## src/rtl/dcache_pkg.sv

```systemverilog
// Shared types and address-field width helpers for the direct-mapped data cache.
package dcache_pkg;

  typedef enum logic [1:0] {IDLE, REFILL, WRITE} state_t;

  function automatic int off_w(input int wpl);
    return $clog2(wpl);
  endfunction

  // Word counter keeps at least one bit so a single-word line still has a legal vector.
  function automatic int cnt_w(input int wpl);
    return (wpl > 1) ? $clog2(wpl) : 1;
  endfunction

  function automatic int idx_w(input int sets);
    return $clog2(sets);
  endfunction

  function automatic int tag_w(input int aw, input int sets, input int wpl);
    return aw - 2 - off_w(wpl) - idx_w(sets);
  endfunction

endpackage

```

## src/rtl/data_cache_if.sv

```systemverilog
// CPU-side access port and backing-memory handshake of the data cache.
interface data_cache_if #(parameter int AW = 32);
  logic          req;
  logic          we;
  logic [AW-1:0] addr;
  logic [31:0]   wdata;
  logic [3:0]    byteen;
  logic          flush;
  logic [31:0]   rdata;
  logic          stall;
  logic          mem_req;
  logic          mem_we;
  logic [AW-1:0] mem_addr;
  logic [31:0]   mem_wdata;
  logic [3:0]    mem_byteen;
  logic [31:0]   mem_rdata;
  logic          mem_ack;

  modport slave (
    input  req, we, addr, wdata, byteen, flush, mem_rdata, mem_ack,
    output rdata, stall, mem_req, mem_we, mem_addr, mem_wdata, mem_byteen
  );

  modport master (
    output req, we, addr, wdata, byteen, flush, mem_rdata, mem_ack,
    input  rdata, stall, mem_req, mem_we, mem_addr, mem_wdata, mem_byteen
  );
endinterface

```

## src/rtl/dcache_store.sv

```systemverilog
// Tag, valid and data arrays: combinational read, one byte-enabled word write port.
module dcache_store
  import dcache_pkg::*;
#(
  parameter int SETS = 16,
  parameter int WPL  = 4,
  parameter int AW   = 32,
  localparam int CNT_W = cnt_w(WPL),
  localparam int IDX_W = idx_w(SETS),
  localparam int TAG_W = tag_w(AW, SETS, WPL)
) (
  input  logic             clk,
  input  logic             rst_n,
  input  logic [IDX_W-1:0] rd_idx,
  input  logic [CNT_W-1:0] rd_off,
  output logic             rd_valid,
  output logic [TAG_W-1:0] rd_tag,
  output logic [31:0]      rd_data,
  input  logic             wr_en,
  input  logic [IDX_W-1:0] wr_idx,
  input  logic [CNT_W-1:0] wr_off,
  input  logic [31:0]      wr_data,
  input  logic [3:0]       wr_be,
  input  logic             tag_wr,
  input  logic [IDX_W-1:0] tag_idx,
  input  logic [TAG_W-1:0] tag_val,
  input  logic             inv_en,
  input  logic [IDX_W-1:0] inv_idx,
  input  logic             clr_all
);
  logic [SETS-1:0]  valid;
  logic [TAG_W-1:0] tags [SETS];
  logic [31:0]      data [SETS][WPL];

  always_ff @(posedge clk or negedge rst_n) begin
    if (!rst_n) begin
      valid <= '0;
    end else if (clr_all) begin
      valid <= '0;
    end else begin
      if (inv_en) valid[inv_idx] <= 1'b0;
      if (tag_wr) valid[tag_idx] <= 1'b1;
    end
  end

  // Tag and data contents are meaningless until their valid bit is set, so they carry no reset.
  always_ff @(posedge clk) begin
    if (tag_wr) tags[tag_idx] <= tag_val;
    if (wr_en) begin
      for (int b = 0; b < 4; b++) begin
        if (wr_be[b]) data[wr_idx][wr_off][8*b +: 8] <= wr_data[8*b +: 8];
      end
    end
  end

  assign rd_valid = valid[rd_idx];
  assign rd_tag   = tags[rd_idx];
  assign rd_data  = data[rd_idx][rd_off];

endmodule

```

## src/rtl/data_cache.sv

```systemverilog
// Direct-mapped, write-through, no-write-allocate data cache with a valid/ack memory port.
module data_cache
  import dcache_pkg::*;
#(
  parameter int SETS = 16,
  parameter int WPL  = 4,
  parameter int AW   = 32
) (
  input logic        clk,
  input logic        rst_n,
  data_cache_if.slave bus
);
  localparam int OFF_W = off_w(WPL);
  localparam int CNT_W = cnt_w(WPL);
  localparam int IDX_W = idx_w(SETS);
  localparam int TAG_W = tag_w(AW, SETS, WPL);

  function automatic logic [CNT_W-1:0] f_off(input logic [AW-1:0] a);
    return CNT_W'((a >> 2) & AW'(WPL - 1));
  endfunction

  function automatic logic [IDX_W-1:0] f_idx(input logic [AW-1:0] a);
    return IDX_W'((a >> (2 + OFF_W)) & AW'(SETS - 1));
  endfunction

  function automatic logic [TAG_W-1:0] f_tag(input logic [AW-1:0] a);
    return TAG_W'(a >> (2 + OFF_W + IDX_W));
  endfunction

  state_t           state;
  logic [CNT_W-1:0] cnt;
  logic [CNT_W-1:0] cnt_nxt;
  logic             wdone;
  logic             mreq, mwe;
  logic [AW-1:0]    maddr;
  logic [31:0]      mwdata;
  logic [3:0]       mbe;
  logic             last;
  logic             hit;
  logic             rd_valid;
  logic [TAG_W-1:0] rd_tag;
  logic [31:0]      rd_data;
  logic             wr_en, tag_wr, inv_en, clr_all;
  logic [IDX_W-1:0] wr_idx;
  logic [CNT_W-1:0] wr_off;
  logic [31:0]      wr_data;
  logic [3:0]       wr_be;
  logic [AW-1:0]    line_base, line_cur;

  dcache_store #(.SETS(SETS), .WPL(WPL), .AW(AW)) u_store (
    .clk      (clk),
    .rst_n    (rst_n),
    .rd_idx   (f_idx(bus.addr)),
    .rd_off   (f_off(bus.addr)),
    .rd_valid (rd_valid),
    .rd_tag   (rd_tag),
    .rd_data  (rd_data),
    .wr_en    (wr_en),
    .wr_idx   (wr_idx),
    .wr_off   (wr_off),
    .wr_data  (wr_data),
    .wr_be    (wr_be),
    .tag_wr   (tag_wr),
    .tag_idx  (f_idx(maddr)),
    .tag_val  (f_tag(maddr)),
    .inv_en   (inv_en),
    .inv_idx  (f_idx(bus.addr)),
    .clr_all  (clr_all)
  );

  assign hit       = rd_valid && (rd_tag == f_tag(bus.addr));
  assign last      = (cnt == CNT_W'(WPL - 1));
  assign cnt_nxt   = cnt + CNT_W'(1);
  assign line_base = bus.addr & ~AW'(4 * WPL - 1);
  assign line_cur  = maddr & ~AW'(4 * WPL - 1);

  always_comb begin
    wr_en   = 1'b0;
    wr_idx  = f_idx(bus.addr);
    wr_off  = f_off(bus.addr);
    wr_data = bus.wdata;
    wr_be   = bus.byteen;
    if (state == REFILL && bus.mem_ack) begin
      wr_en   = 1'b1;
      wr_idx  = f_idx(maddr);
      wr_off  = cnt;
      wr_data = bus.mem_rdata;
      wr_be   = 4'hf;
    end else if (state == WRITE && bus.mem_ack && hit) begin
      wr_en = 1'b1;
    end
  end

  assign tag_wr  = (state == REFILL) && bus.mem_ack && last;
  assign inv_en  = (state == IDLE) && bus.req && !bus.we && !hit;
  assign clr_all = (state == IDLE) && bus.flush && !bus.req;

  // wdone marks the held store as retired so the cycle after its ack neither stalls nor re-issues.
  assign bus.stall = (state != IDLE) || (bus.req && ((bus.we && !wdone) || (!bus.we && !hit)));
  assign bus.rdata = (bus.req && !bus.we && hit) ? rd_data : 32'h0;

  always_ff @(posedge clk or negedge rst_n) begin
    if (!rst_n) begin
      state  <= IDLE;
      cnt    <= '0;
      wdone  <= 1'b0;
      mreq   <= 1'b0;
      mwe    <= 1'b0;
      maddr  <= '0;
      mwdata <= '0;
      mbe    <= '0;
    end else begin
      wdone <= 1'b0;
      case (state)
        IDLE: begin
          if (bus.req && bus.we && !wdone) begin
            state  <= WRITE;
            mreq   <= 1'b1;
            mwe    <= 1'b1;
            maddr  <= bus.addr & ~AW'(3);
            mwdata <= bus.wdata;
            mbe    <= bus.byteen;
          end else if (bus.req && !bus.we && !hit) begin
            state <= REFILL;
            cnt   <= '0;
            mreq  <= 1'b1;
            mwe   <= 1'b0;
            maddr <= line_base;
          end
        end
        REFILL: begin
          if (bus.mem_ack) begin
            cnt <= last ? '0 : cnt_nxt;
            if (last) begin
              state <= IDLE;
              mreq  <= 1'b0;
            end else begin
              maddr <= line_cur | (AW'(cnt_nxt) << 2);
            end
          end
        end
        WRITE: begin
          if (bus.mem_ack) begin
            state <= IDLE;
            wdone <= 1'b1;
            mreq  <= 1'b0;
            mwe   <= 1'b0;
          end
        end
        default: state <= IDLE;
      endcase
    end
  end

  assign bus.mem_req    = mreq;
  assign bus.mem_we     = mwe;
  assign bus.mem_addr   = maddr;
  assign bus.mem_wdata  = mwdata;
  assign bus.mem_byteen = mbe;

endmodule

```

## src/flat_wrapper.sv

```systemverilog
// flat-port wrapper written by rule: the top's interface ports become plain ports
module data_cache_flat import dcache_pkg::*;
#(
  parameter int SETS = 16,
  parameter int WPL  = 4,
  parameter int AW   = 32
)
  (clk, rst_n, bus_req, bus_we, bus_addr, bus_wdata, bus_byteen, bus_flush, bus_mem_rdata, bus_mem_ack, bus_rdata, bus_stall, bus_mem_req, bus_mem_we, bus_mem_addr, bus_mem_wdata, bus_mem_byteen);
  data_cache_if #(.AW(AW)) bus_i ();
  input logic clk;
  input logic rst_n;
  input wire logic [$bits(bus_i.req)-1:0] bus_req;
  input wire logic [$bits(bus_i.we)-1:0] bus_we;
  input wire logic [$bits(bus_i.addr)-1:0] bus_addr;
  input wire logic [$bits(bus_i.wdata)-1:0] bus_wdata;
  input wire logic [$bits(bus_i.byteen)-1:0] bus_byteen;
  input wire logic [$bits(bus_i.flush)-1:0] bus_flush;
  input wire logic [$bits(bus_i.mem_rdata)-1:0] bus_mem_rdata;
  input wire logic [$bits(bus_i.mem_ack)-1:0] bus_mem_ack;
  output wire logic [$bits(bus_i.rdata)-1:0] bus_rdata;
  output wire logic [$bits(bus_i.stall)-1:0] bus_stall;
  output wire logic [$bits(bus_i.mem_req)-1:0] bus_mem_req;
  output wire logic [$bits(bus_i.mem_we)-1:0] bus_mem_we;
  output wire logic [$bits(bus_i.mem_addr)-1:0] bus_mem_addr;
  output wire logic [$bits(bus_i.mem_wdata)-1:0] bus_mem_wdata;
  output wire logic [$bits(bus_i.mem_byteen)-1:0] bus_mem_byteen;
  assign bus_i.req = bus_req;
  assign bus_i.we = bus_we;
  assign bus_i.addr = bus_addr;
  assign bus_i.wdata = bus_wdata;
  assign bus_i.byteen = bus_byteen;
  assign bus_i.flush = bus_flush;
  assign bus_i.mem_rdata = bus_mem_rdata;
  assign bus_i.mem_ack = bus_mem_ack;
  assign bus_rdata = bus_i.rdata;
  assign bus_stall = bus_i.stall;
  assign bus_mem_req = bus_i.mem_req;
  assign bus_mem_we = bus_i.mem_we;
  assign bus_mem_addr = bus_i.mem_addr;
  assign bus_mem_wdata = bus_i.mem_wdata;
  assign bus_mem_byteen = bus_i.mem_byteen;
  data_cache #(.SETS(SETS), .WPL(WPL), .AW(AW)) u_core (.clk(clk), .rst_n(rst_n), .bus(bus_i));
endmodule
```

## config.mk

```make
export PLATFORM = sky130hd
export DESIGN_NAME = data_cache_flat
export DESIGN_NICKNAME = d
export VERILOG_FILES = /design/src/rtl/dcache_pkg.sv /design/src/rtl/data_cache_if.sv /design/src/rtl/dcache_store.sv /design/src/rtl/data_cache.sv /design/src/flat_wrapper.sv
export SDC_FILE = /design/constraint.sdc
export NUM_CORES = 2
export LEC_CHECK = 0
export ABC_AREA = 1
export CAP_MARGIN = 20
export CORE_AREA = 2 2 386 388
export DETAILED_ROUTE_END_ITERATION = 16
export DIE_AREA = 0 0 388 390
export PLACE_DENSITY = 0.83
export SYNTH_ARGS = -nofsm -noshare
export SYNTH_HDL_FRONTEND = slang
export SYNTH_SLANG_ARGS = --single-unit
```

## constraint.sdc

```tcl
create_clock -name clk -period 9.35 [get_ports clk]
set_clock_uncertainty 0.05 [all_clocks]
set_input_delay 1.87 -clock clk [delete_from_list [all_inputs] [get_ports clk]]
set_output_delay 1.87 -clock clk [all_outputs]
set_load 0.03 [all_outputs]
```

# Word level (Yosys, flattened, before mapping)
# Memories as Yosys holds them, arrays and structs flattened.
# Index checks and enable logic that the tools add are counted.
# classes
addsub	1
magnitude_cmp	7
eq_ne	11
mux	453
bitwise	390
reduce_logical	38
# op_table
operator	n
$mux 128	4
$mux 1	408
$or 1x1->1	384
$mux 32	9
$demux 32 s2	4
$mux 16	5
$bmux 32 s2	1
$pmux 32 s2	1
$or 32x4->32	1
$eq 24x24->1	1
$mux 24	1
$logic_and 1x1->1	21
$mux 2	10
$and 16x16->16	1
$not 16->16	1
$or 16x16->16	1
$reduce_and 4->1	3
$lt 4x5->1 const B	2
$ne 2x2->1 const B	5
$demux 1 s4	2
$ge 4x1->1 const B	2
$mux 4	2
$mux 8	1
$ge 3x3->1 const B	2
other kinds (20)	28
# word_totals
ff_bits	91
ramBits	2432
in_bits	106
output_inout_bits	103
word_cells	911
mem_count	2
# mem_list
memory	words	width	read_ports	rd_clocked_by_memory_dff	write_ports	line	rtl
u_core.u_store.data	16	128	1	0	1	dcache_store.sv:33	logic [31:0] data [SETS][WPL];
u_core.u_store.tags	16	24	1	0	1	dcache_store.sv:32	logic [TAG_W-1:0] tags [SETS];

# Longest topological paths before layout
# depth
word_depth	12
mapped_depth	23
ltp_nobuf	20

# Modules after synthesis
# Synthesis repeated with hierarchy kept, for this count alone.
# hier_totals
hier_cells	8911
area_unflattened_um2	103583.1
# by_module_without_submodules
mod	instances	cells_each	area_each_um2	seq_area_each_um2
dcache_store	1	8211	99008.7	73430.4
data_cache	1	700	4574.4	1826.8

# Worst setup path before layout
# OpenSTA, ideal clock, no wires.
# synth_path
path_kind	input-to-output
from	in bus_addr[5]
to	out bus_rdata[20]
t_arrival_ps	4265
t_required_ps	7430
slack_ps	3165
path_stages	13
path_buffers	6
cell_sequence	buf_4 buf_4 clkbuf_1 nand2_1 clkbuf_1 buf_2 buf_1 o22ai_1 o21ai_0 nand4_1 o211ai_1 o21ai_0 nor2_1
# synth_via
elab_chain_cells	5
elab_cells_between_ends	11
cone_classes	eq/ne: 1; mux: 6; reduce/logical: 2; memory: 2
# synth_lines
element	line	rtl
start: declaration	flat_wrapper.sv:14	input wire logic [$bits(bus_i.addr)-1:0] bus_addr;
$mem_v2 16x24 (tied with other cells)	-	
$eq 24x24->1 (tied with other cells)	data_cache.sv:71	assign hit = rd_valid && (rd_tag == f_tag(bus.addr));
$logic_and 1x1->1 or $mux 32 (tied branches)	data_cache.sv:71, dcache_store.sv:58	
$logic_and 1x1->1 or $mux 32 (tied branches)	data_cache.sv:100, dcache_store.sv:58	
$mux 32 *	data_cache.sv:100	assign bus.rdata = (bus.req && !bus.we && hit) ? rd_data : 32'h0;
end: declaration	flat_wrapper.sv:20	output wire logic [$bits(bus_i.rdata)-1:0] bus_rdata;
# Every way passes the cells marked *; elsewhere a longest branch is shown, timed or not. The select of a mux whose other input is x is not followed.

# Worst setup path after layout
# layout_path
from	in bus_addr[4]
to	out bus_rdata[6]
# The elaborated chain is that of the path after synthesis.

==> results.json <==
{
  "die_h_um": 390,
  "initial_core_util_pct": 64.8,
  "worstPathMaxFanout": 124,
  "power_per_cell_area_nw_per_um2": 245,
  "relSlewSlack_pct": 21.3,
  "synth.cell_area_um2": 95300,
  "die_w_um": 388,
  "maxCapViolations": 0,
  "htree_num_levels": 4,
  "drtPass1Iterations": 9,
  "ant_nets": 0,
  "synth-seq-cells": 2521,
  "area_delta_synth_final_pct": 13.1,
  "p_total_mw": 26.4,
  "post-route-util_pct": 73.2,
  "drcViolationCount": 0,
  "place_hpwl_um": 143000,
  "whs_ns": 0.443,
  "slowest_delay_ns": 0.85,
  "worst_pin_slew_ns": 1.18,
  "mostFrequentLayoutCells": "edfxtp_1 (2,432), nand2_1 (1,109), o22ai_1 (891)",
  "vias_per_cell": 7.08,
  "min_period_ns": 8.55,
  "nNetsFinal": 6873,
  "vias": 63100,
  "cts_sinks": 2521,
  "final_hold_viol_count": 0,
  "critPathRequiredTime_ns": 7.43,
  "grt_usage_pct": 35.0,
  "nFillCells": 8081,
  "min-delay-path-class": "reg -> reg",
  "grt_max_degree": 125,
  "place_ws_ns": 1.21,
  "rows": 141,
  "synth_top_area_share_pct": 76.7,
  "synth-edff-count": 2432,
  "outcome": "completed",
  "drtIter0Drc": 11400,
  "dp_cells": 8455,
  "crit_buf_inv": 6,
  "ys_warn_count": 0,
  "drive_above_1_share_pct": 8.36,
  "synth_cell_types": 42,
  "setup_violations": 0,
  "p_leak_nw": 34.9,
  "ys_async_sr_fraction_pct": 3.53,
  "drv_slew": 0,
  "final_cell_area_um2": 108000,
  "ir_drop_uv": 207,
  "wirelength_um": 269000,
  "grt_overflow": 0,
  "clk_pin_slew_ns": 0.06,
  "setup-tns-final_ns": 0,
  "cts-resized-gates": 0,
  "wl_per_cell_um": 30.2,
  "coreArea_um2": 147000,
  "period_share_pct": 91.4,
  "end_kind": "primary output",
  "grt_pass1_vias": 61300,
  "antenna_found_initial": 10,
  "critPathLaunchType": "input pin",
  "crit_arrival_ns": 6.63,
  "io_pins": 209,
  "fin_ws_ns": 0.803,
  "netlist_top_cells_area": "edfxtp_1 (77%), o22ai_1 (5.9%), nand2_1 (4.4%)",
  "syn_avg_cell_area_um2": 14.4,
  "ys_seq_area_share_pct": 79.0,
  "gp_congestion": 0.905,
  "cp_top_family": "buffers and inverters",
  "final_common_cell": "edfxtp_1",
  "root_buffer": "clkbuf_16",
  "synth_top_area_cell": "edfxtp_1",
  "cp_cell_sequence": "buf_6 > inv_4 > nor2_4 > inv_8 > buf_4 > buf_4 > o221ai_1 > nand2_1 > a41oi_1 > a21oi_1 > a21oi_1 > nor2_1 > buf_12",
  "grt_pass1_wl_um": 389000,
  "crit_type": "in -> out",
  "port_buffers": 204,
  "cts_tree": "built",
  "die_area_um2": 151000,
  "cts_buffers": 227,
  "layout.cells.non_filler": 8902,
  "cts_hold_buf": 0,
  "placed_area_um2": 100000,
  "rsz0062_at_grt": "false",
  "cts_setup_buffers": 0,
  "clkLatencyLatePin_ns": 0.89,
  "max_freq_mhz": 117,
  "cts_buffer_depth": 3,
  "critPathSlowestCell": "nor2_4",
  "synth_flop_cell": "edfxtp_1",
  "netlist_instances": 6617
}
==> sequential cells by signal (all words and copies together) (netlist names) <==
register and flops:
u_core.bus.mem_byteen 4, u_core.bus.mem_req 1, u_core.bus.mem_wdata 32, u_core.u_store.data 2048, u_core.wdone 1, u_core.state 2, u_core.cnt 2, u_core.u_store.tags 384
u_core.bus.mem_addr 30, u_core.bus.mem_we 1, u_core.u_store.valid 16
==> metal layers <==
layer,global-route usage [%],vias to the layer above,wire length [um]
met2,55.0,6067,126000
met3,8.81,1184,38600
met4,20.7,10,18100
met5,0,-,66
met1,44.6,30100,85700
li1,-,25700,-
==> tightest hold or removal path, stage by stage, from the launching register on <==
cell,delay [ns]
dfrtp_1,0.35
nand2_1,0.05
o21ai_0,0.06
==> final cells by class <==
type | instances | area, um2 | share of cell area [%]
Clock buffer | 266 | 5880 | 5.46
Antenna cell | 11 | 27.5 | 0.0256
Timing Repair Buffer | 348 | 3650 | 3.39
Multi-Input combinational cell | 3549 | 18400 | 17.1
Inverter | 115 | 455 | 0.423
Tap cell | 1930 | 2410 | 2.24
Clock inverter | 162 | 1650 | 1.53
Sequential cell | 2521 | 75300 | 69.9
==> power breakdown <==
group          switching (mW)  leakage [nW]  internal, mW
Combinational            2.47          8.15         0.719
Sequential              0.338          23.1          13.4
Clock                    4.19          3.64          5.26
Total                    7.00          34.9          19.4
==> synthesized netlist by cell type (all sizes together) (2+ instances only) <==
cell and n:
dfrtp 89, o22a 59, o211ai 12, a41oi 45, buf 130, a22oi 17
clkbuf 303, nor4 6, o221ai 59, edfxtp 2432, nor2 449, o22ai 891
clkinv 4, mux2 3, nor3 10, or2 2, a21oi 52, a31oi 18
ha 5, and3 3, a221oi 11, nand4 59, a211oi 8, nand3 116
inv 111, o21ai 597, nor3b 2, nand2 1118
==> cells by family after synthesis <==
family	count (synthesis)	synth area share, %
AO/OA/AOI/OAI	1771	11.3
multiplexers	3	0.0355
buffers and inverters	548	2.25
adder cells (fa/ha/maj)	5	0.0657
other	1	0.00394
flip-flops	2521	79.0
AND/OR/NAND/NOR	1768	7.35
==> worst paths after layout <==
check | startpoint | end | slack [ns] | cells after the start
max in group asynchronous | rst_n | u_core.bus.mem_addr[30] | 7.07 | 2
min in group asynchronous | rst_n | u_core.bus.mem_wdata[23] | 0.91 | 1
min reg2reg | u_core.bus.mem_wdata[3] | u_core.bus.mem_wdata[3] | 0.44 | 2
min | u_core.bus.mem_wdata[3] | u_core.bus.mem_wdata[3] | 0.44 | 2
max | bus_addr[4] | bus_rdata[6] | 0.80 | 13
max reg2reg | u_core.u_store.tags[11][19] | u_core.u_store.data[9][117] | 4.24 | 13
Power figures use the tool's default switching activity.
